===== config.mk =====
export PLATFORM = sky130hd
export DESIGN_NAME = and_arbiter
export DESIGN_NICKNAME = d
export VERILOG_FILES = /design/src/rtl/and_arbiter.sv
export SDC_FILE = /design/constraint.sdc
export NUM_CORES = 1
export LEC_CHECK = 0
export ABC_AREA = 1
export BUFFER_PORTS_ARGS = -buffer_cell sky130_fd_sc_hd__buf_2
export CORE_UTILIZATION = 40
export DETAILED_ROUTE_END_ITERATION = 8
export PLACE_DENSITY_LB_ADDON = 0.2
export SYNTH_ARGS = -nofsm -noshare
export SYNTH_HDL_FRONTEND = slang
export SYNTH_SLANG_ARGS = --single-unit

===== constraint.sdc =====
create_clock -name clk -period 3.1 [get_ports clk]
set_input_delay 0.62 -clock clk [delete_from_list [all_inputs] [get_ports clk]]
set_output_delay 0.62 -clock clk [all_outputs]
set_load 0.005 [all_outputs]

===== src/rtl/and_arbiter.sv =====
// Four-requester round-robin arbiter that captures the winner's operands and
// returns their bitwise AND after a fixed three-cycle IDLE -> EXEC -> DONE sequence.
module and_arbiter #(
  parameter int WIDTH = 8
) (
  input  logic                 clk,
  input  logic                 rst_n,
  input  logic [3:0]           req,
  input  logic [4*WIDTH-1:0]   a_in,
  input  logic [4*WIDTH-1:0]   b_in,
  output logic [3:0]           gnt,
  output logic                 done,
  output logic [1:0]           done_id,
  output logic [WIDTH-1:0]     y,
  output logic                 busy,
  output logic [15:0]          op_count,
  output logic [1:0]           state_dbg
);

  // Handshake: req is a level sampled only in IDLE; gnt pulses for one cycle when
  // that requester's operands are captured, and done pulses for one cycle when y
  // and done_id are valid. Nothing waits on the requester, so latency is fixed.

  typedef enum logic [1:0] {
    IDLE = 2'd0,
    EXEC = 2'd1,
    DONE = 2'd2
  } state_t;

  state_t           state_q, state_d;
  logic [1:0]       rr_ptr_q;
  logic [1:0]       win_q;
  logic [WIDTH-1:0] a_q, b_q;
  logic [WIDTH-1:0] y_q;
  logic [1:0]       done_id_q;
  logic [15:0]      op_count_q, op_count_d;

  logic [1:0]       win;
  logic [1:0]       idx;
  logic             found;
  logic [WIDTH-1:0] a_sel, b_sel;

  // Scan upward from rr_ptr, wrapping through the 2-bit index arithmetic.
  always_comb begin
    win   = rr_ptr_q;
    idx   = rr_ptr_q;
    found = 1'b0;
    for (int i = 0; i < 4; i++) begin
      idx = rr_ptr_q + 2'(i);
      if (!found && req[idx]) begin
        win   = idx;
        found = 1'b1;
      end
    end
  end

  always_comb begin
    a_sel = '0;
    b_sel = '0;
    for (int i = 0; i < 4; i++) begin
      if (win == 2'(i)) begin
        a_sel = a_in[i*WIDTH +: WIDTH];
        b_sel = b_in[i*WIDTH +: WIDTH];
      end
    end
  end

  always_comb begin
    state_d = state_q;
    case (state_q)
      IDLE:    if (req != 4'b0000) state_d = EXEC;
      EXEC:    state_d = DONE;
      DONE:    state_d = IDLE;
      default: state_d = IDLE;
    endcase
  end

  // The counter register is rewritten every cycle and saturates instead of wrapping.
  always_comb begin
    op_count_d = op_count_q;
    if (state_q == DONE && op_count_q != 16'hFFFF) op_count_d = op_count_q + 16'd1;
  end

  always_ff @(posedge clk or negedge rst_n) begin
    if (!rst_n) begin
      state_q    <= IDLE;
      rr_ptr_q   <= 2'd0;
      win_q      <= 2'd0;
      a_q        <= '0;
      b_q        <= '0;
      y_q        <= '0;
      done_id_q  <= 2'd0;
      op_count_q <= 16'd0;
    end else begin
      state_q    <= state_d;
      op_count_q <= op_count_d;
      if (state_q == IDLE && req != 4'b0000) begin
        win_q    <= win;
        a_q      <= a_sel;
        b_q      <= b_sel;
        rr_ptr_q <= win + 2'd1;
      end
      if (state_q == EXEC) begin
        y_q       <= a_q & b_q;
        done_id_q <= win_q;
      end
    end
  end

  assign gnt       = (state_q == EXEC) ? (4'b0001 << win_q) : 4'b0000;
  assign done      = (state_q == DONE);
  assign busy      = (state_q != IDLE);
  assign done_id   = done_id_q;
  assign y         = y_q;
  assign op_count  = op_count_q;
  assign state_dbg = state_q;

endmodule

After elaboration in Yosys (flattened, before gate mapping)
Cells that the tools add are included.
{ "totals": {"out_inout_bits": 34, "elab_cells": 63, "register_bits": 48, "in_bits": 70} }
{ "op_classes": {"muxes": 25, "shift": 1, "reduce_logical": 12, "magnitude_cmp": 4, "n_bitwise": 1, "add_sub_neg": 5, "n_eq_ne": 7} }
{ "op_table": {"columns": ["op", "count"], "rows": [
  ["$mux W8", 8],
  ["$add A16 B1 Y16 const B", 1],
  ["$ne A16 B16 Y1 const B", 1],
  ["$lt A2 B3 Y1 const B", 4],
  ["$and A8 B8 Y8", 1],
  ["$bmux W1 S2", 4],
  ["$mux W2", 4],
  ["$mux W1", 7],
  ["$eq A2 B2 Y1 const B", 3],
  ["$logic_and A1 B1 Y1", 5],
  ["$add A2 B1 Y2 const B", 2],
  ["$add A2 B2 Y2 const B", 2],
  ["$eq A2 B1 Y1 const B", 2],
  ["$logic_not A2 Y1", 2],
  ["$mux W4", 1],
  ["$pmux W2 S2", 1],
  ["$reduce_bool A4 Y1", 1],
  ["$shl A1 B2 Y4 const A", 1],
  ["$logic_not A1 Y1", 3],
  ["$ne A2 B2 Y1 const B", 1],
  ["$reduce_bool A2 Y1", 1]
]} }

Longest topological paths before layout
{ "depth": {"ltp_word": 17, "ltp_mapped": 20, "depth_no_buf": 18} }

Least setup slack after synthesis
OpenSTA, ideal clock, no wires.
{ "synth_path": {"path_kind": "input port to flip-flop", "startpoint": "in req[3]", "endpoint": "reg a_q[0]", "setup_ns": 0.077, "cell_stages": 16, "t_arrival_ns": 2.342, "t_required_ns": 3.023, "setup_slack_ns": 0.680, "cell_sequence": "nand2_1 > nand3_1 > nand2_2 > nand3_2 > clkinv_1 > nand3_2 > nand3_1 > nand2_1 > ha_1 > buf_2 > nor2_4 > buf_2 > a22oi_1 > o21ai_0 > nand2_1 > a21oi_1"} }
{ "synth_via": {"elab_chain_cells": 17, "word_cells_on_any_way": 30} }
{ "synth_rtl": {"columns": ["item", "line_no", "source"], "rows": [
  ["start: declaration", "8", "input logic [3:0] req,"],
  ["$bmux W1 S2", "50", "if (!found && req[idx]) begin"],
  ["$mux W1 (not written as such)", "50", null],
  ["$mux W1", "50", null],
  ["$logic_not A1 Y1", "50", null],
  ["$logic_and A1 B1 Y1", "50", null],
  ["$mux W1", "50", null],
  ["$logic_not A1 Y1", "50", null],
  ["$logic_and A1 B1 Y1", "50", null],
  ["$mux W1", "50", null],
  ["$logic_not A1 Y1", "50", null],
  ["$logic_and A1 B1 Y1", "50", null],
  ["$mux W2", "50", null],
  ["$logic_not A2 Y1", "61", "if (win == 2'(i)) begin"],
  ["$mux W8 (4 in a row)", "61", null],
  ["end signal: assignment", "99", "a_q <= a_sel;"],
  ["end: declaration", "33", "logic [WIDTH-1:0] a_q, b_q;"]
]} }
Parallel ways exist; a longest one is shown, timed or not. The select of a mux whose other input is x is not followed.
A chain may end at the register's enable or synchronous reset.

Worst setup path after layout
{ "layout_path": {"startpoint": "reg rr_ptr_q[0]", "endpoint": "reg b_q[3]"} }
{ "layout_via": {"elab_chain_cells": 17, "word_cells_on_any_way": 31} }
{ "layout_rtl": {"columns": ["item", "line_no", "source"], "rows": [
  ["start: declaration", "31", "logic [1:0] rr_ptr_q;"],
  ["start signal: assignment", "101", "rr_ptr_q <= win + 2'd1;"],
  ["branches (longest 11 deep; another with $add A2 B1 Y2)", null, null],
  ["$mux W2 (*)", "50", null],
  ["$logic_not A2 Y1", "61", null],
  ["$mux W8 (3 in a row)", "61", null],
  ["$mux W8 (*)", "61", null],
  ["end signal: assignment", "100", "b_q <= b_sel;"],
  ["end: declaration", "33", null]
]} }
Every way passes the cells marked *. The select of a mux whose other input is x is not followed.

==> impl_metrics.json <==
{
  "status": "finished clean",
  "switching_share_pct": 50.9,
  "path_buf_inv": 2,
  "placed_area_um2": 3420,
  "yosys.area.top_type": "dfrtp_1",
  "drtAntennaViolNets": 0,
  "cts_buffer_depth": 2,
  "finClkSkew_ps": 12.9,
  "post-route-cell-area_um2": 3520,
  "yosys-top-cells-area": "dfrtp_1 (42%), nand2_1 (16%), a21oi_1 (5.7%), nor2_1 (4.9%), a22oi_1 (4.2%)",
  "n_fill_cell": 714,
  "grt_usage_pct": 19.9,
  "switchingPower_uw": 2060,
  "overflow": 0,
  "p_leak_uw": 0.00186,
  "worstReg2RegStart": "rr_ptr_q[0]",
  "synthesis.nets": 448,
  "slowest_stage": "dfrtp_1",
  "grt_pass1_vias": 2547,
  "ir_drop_mv": 0.809,
  "cp_common_cell": "nand2_1",
  "rows": 30,
  "cts_root_buf": "clkbuf_8",
  "layout_min_cycle_time_ps": 2660,
  "die-height_um": 86.1,
  "grt_max_degree": 49,
  "finalSetupViolations": 0,
  "die_w_um": 86.1,
  "synth_flop_cell": "dfrtp_1",
  "required_ps": 3340,
  "routabilityCongestion": 0.862,
  "crit_chain": "inv_6 > nand2_1 > nand3_1 > nand2_2 > nand3_2 > clkinv_1 > nand3_2 > nand3_1 > nand2_1 > ha_1 > nor2_4 > a22oi_1 > o21ai_0 > nand2_1 > a21oi_1",
  "seqPwrFrac_pct": 26.2,
  "htree_levels": 2,
  "fin_total_pwr_uw": 4050,
  "n_antenna_cell": 0,
  "drt_iter0_drc": 129,
  "cp-startpoint": "rr_ptr_q[0]",
  "drive_gt1_share_pct": 29.0,
  "tritoncts": "yes",
  "syn-cell-area_um2": 2830,
  "tightest_slew_ps": 1080,
  "syn_avg_cell_area_um2": 7.59,
  "clk_pin_slew_ps": 90,
  "crit_family": "simple AND/OR/NAND/NOR gates",
  "async_flop_share_pct": 100,
  "clock_latency_ps": 310,
  "hold_buffers": 0,
  "fp.coreArea_um2": 6830,
  "yosysMostFrequentCell": "nand2_1",
  "critPathCaptureType": "register",
  "dieArea_um2": 7420,
  "fin_setup_tns_ps": 0,
  "period_share_pct": 85.9,
  "worstPathMaxFanout": 16,
  "boundaryPins": 104,
  "start_kind": "register",
  "wl_um": 7010,
  "synth_top_area_share_pct": 42.4,
  "post_cts_buffers": 0,
  "power_frac_comb_pct": 63.9,
  "relSlewSlack_pct": 28.3,
  "post_cts_resized": 0,
  "clock_power_share_pct": 9.9,
  "min_path_type": "register to register",
  "final_nets": 547,
  "grt_pass1_wl_um": 11700,
  "dpl_worst_slack_ps": 371,
  "powerDensity_nw_per_um2": 1150,
  "synthTopCellsByCount": "nand2_1 (117), dfrtp_1 (48), nor2_1 (37), a21oi_1 (32), nand3_1 (21)",
  "synth_seq_cells": 48,
  "drc_errors": 0,
  "synth_cell_types": 29,
  "crit_arrival_ps": 2900,
  "crit_type": "register to register",
  "dr.pass1.iters": 4,
  "max_stage_delay_ps": 580,
  "cts.sinks": 48,
  "synth_warnings": 0,
  "seq_area_frac_synth_pct": 42.4,
  "routed_via_density": 4.79,
  "syn_inst": 373,
  "hp-start": "y[5]",
  "synth_edf_count": 0,
  "area_growth_pct": 24.3,
  "cts_buffers": 5,
  "clock.fmax_mhz": 376,
  "antenna_found_initial": 0,
  "timing_hold_violations_final": 0,
  "num_vias": 2724,
  "wl_per_cell_um": 12.3,
  "dp_hpwl_um": 5210,
  "io_buffers": 103,
  "p_int_uw": 1990,
  "finalMaxSlewViolations": 0,
  "fin_ws_ps": 437,
  "start_util_pct": 41.4,
  "maxCapViolations": 0,
  "rsz0062_at_grt": "false"
}
==> layout by cell type, fill, tap and decap left out, drive strengths merged, types with 6 or more instances in the layout <==
cell    instances
dfrtp          48
nand2         129
a21oi          32
inv            21
xnor2           9
buf           108
clkbuf          6
nor2           39
a22oi          16
o21ai          21
xor2            7
nand3          23
==> metal layers <==
metal  GRT usage, %  vias to the layer above  share of wire (%)
met2           33.0                      100                 46
met1           26.5                     1211                 47
li1               -                     1407                  -
met3           3.46                        6                5.6
met5              0                        -                  0
met4           5.91                        0               0.90
==> sequential cells by signal (all words and copies together), names as in the netlist <==
name / count
rr_ptr_q: 2
state_dbg: 2
y: 8
win_q: 2
done_id: 2
a_q: 8
op_count: 16
b_q: 8
==> worst min-delay path: stages (launching register included) <==
cell and delay (ps):
dfrtp_1 360, nand2_1 50, nand2_1 50
==> path summary, 6_finish.rpt <==
check,to,depth (start not counted),slack (ps)
max,b_q[3],15,440
min,y[5],2,490
max reg2reg,b_q[3],15,440
min reg2reg,y[5],2,490
max in group asynchronous,a_q[0],1,1930
min in group asynchronous,op_count[4],1,500
==> power groups by stage <==
| stage | clock, µW | sequential [µW] | combinational [µW] |
|---|---|---|---|
| floorplan | 0 | 1030 | 2010 |
| global placement | 0 | 1070 | 2560 |
| detailed placement | 0 | 1070 | 2580 |
| CTS | 416 | 1060 | 2600 |
| global route | 438 | 1100 | 2980 |
| finish | 400 | 1060 | 2590 |
==> metrics by stage <==
step           hold WS, ps  util [%]  cells
4_1_cts                490      51.5    569
6_report               489      51.5    569
3_5_place_dp           465      50.1    561
5_1_grt                506      51.5    569
3_3_place_gp           464      50.1    561
2_1_floorplan          324         -    373
==> area by class of cell <==
cell class	instances	area (µm²)	share of cell area, %
multi-input cells	288	1460	41.6
flip-flops and latches	48	1200	34.1
repair buffers	108	553	15.7
well taps	96	120	3.41
inverters	21	83.8	2.38
clock buffers	6	82.6	2.35
clock inverters	2	13.8	0.391
==> cell families (layout without fill, tap and decap cells) <==
group,Yosys count,count (layout),share of synthesized area (%)
adders and majority gates,5,5,2.21
DFF,48,48,42.4
xor gates and xnor gates,16,16,5.22
AOI/OAI and AO/OA,69,69,13.7
and+or+nand+nor,198,198,30.5
buffers and inverters,37,137,5.83
(Power assumes the default switching activity.)
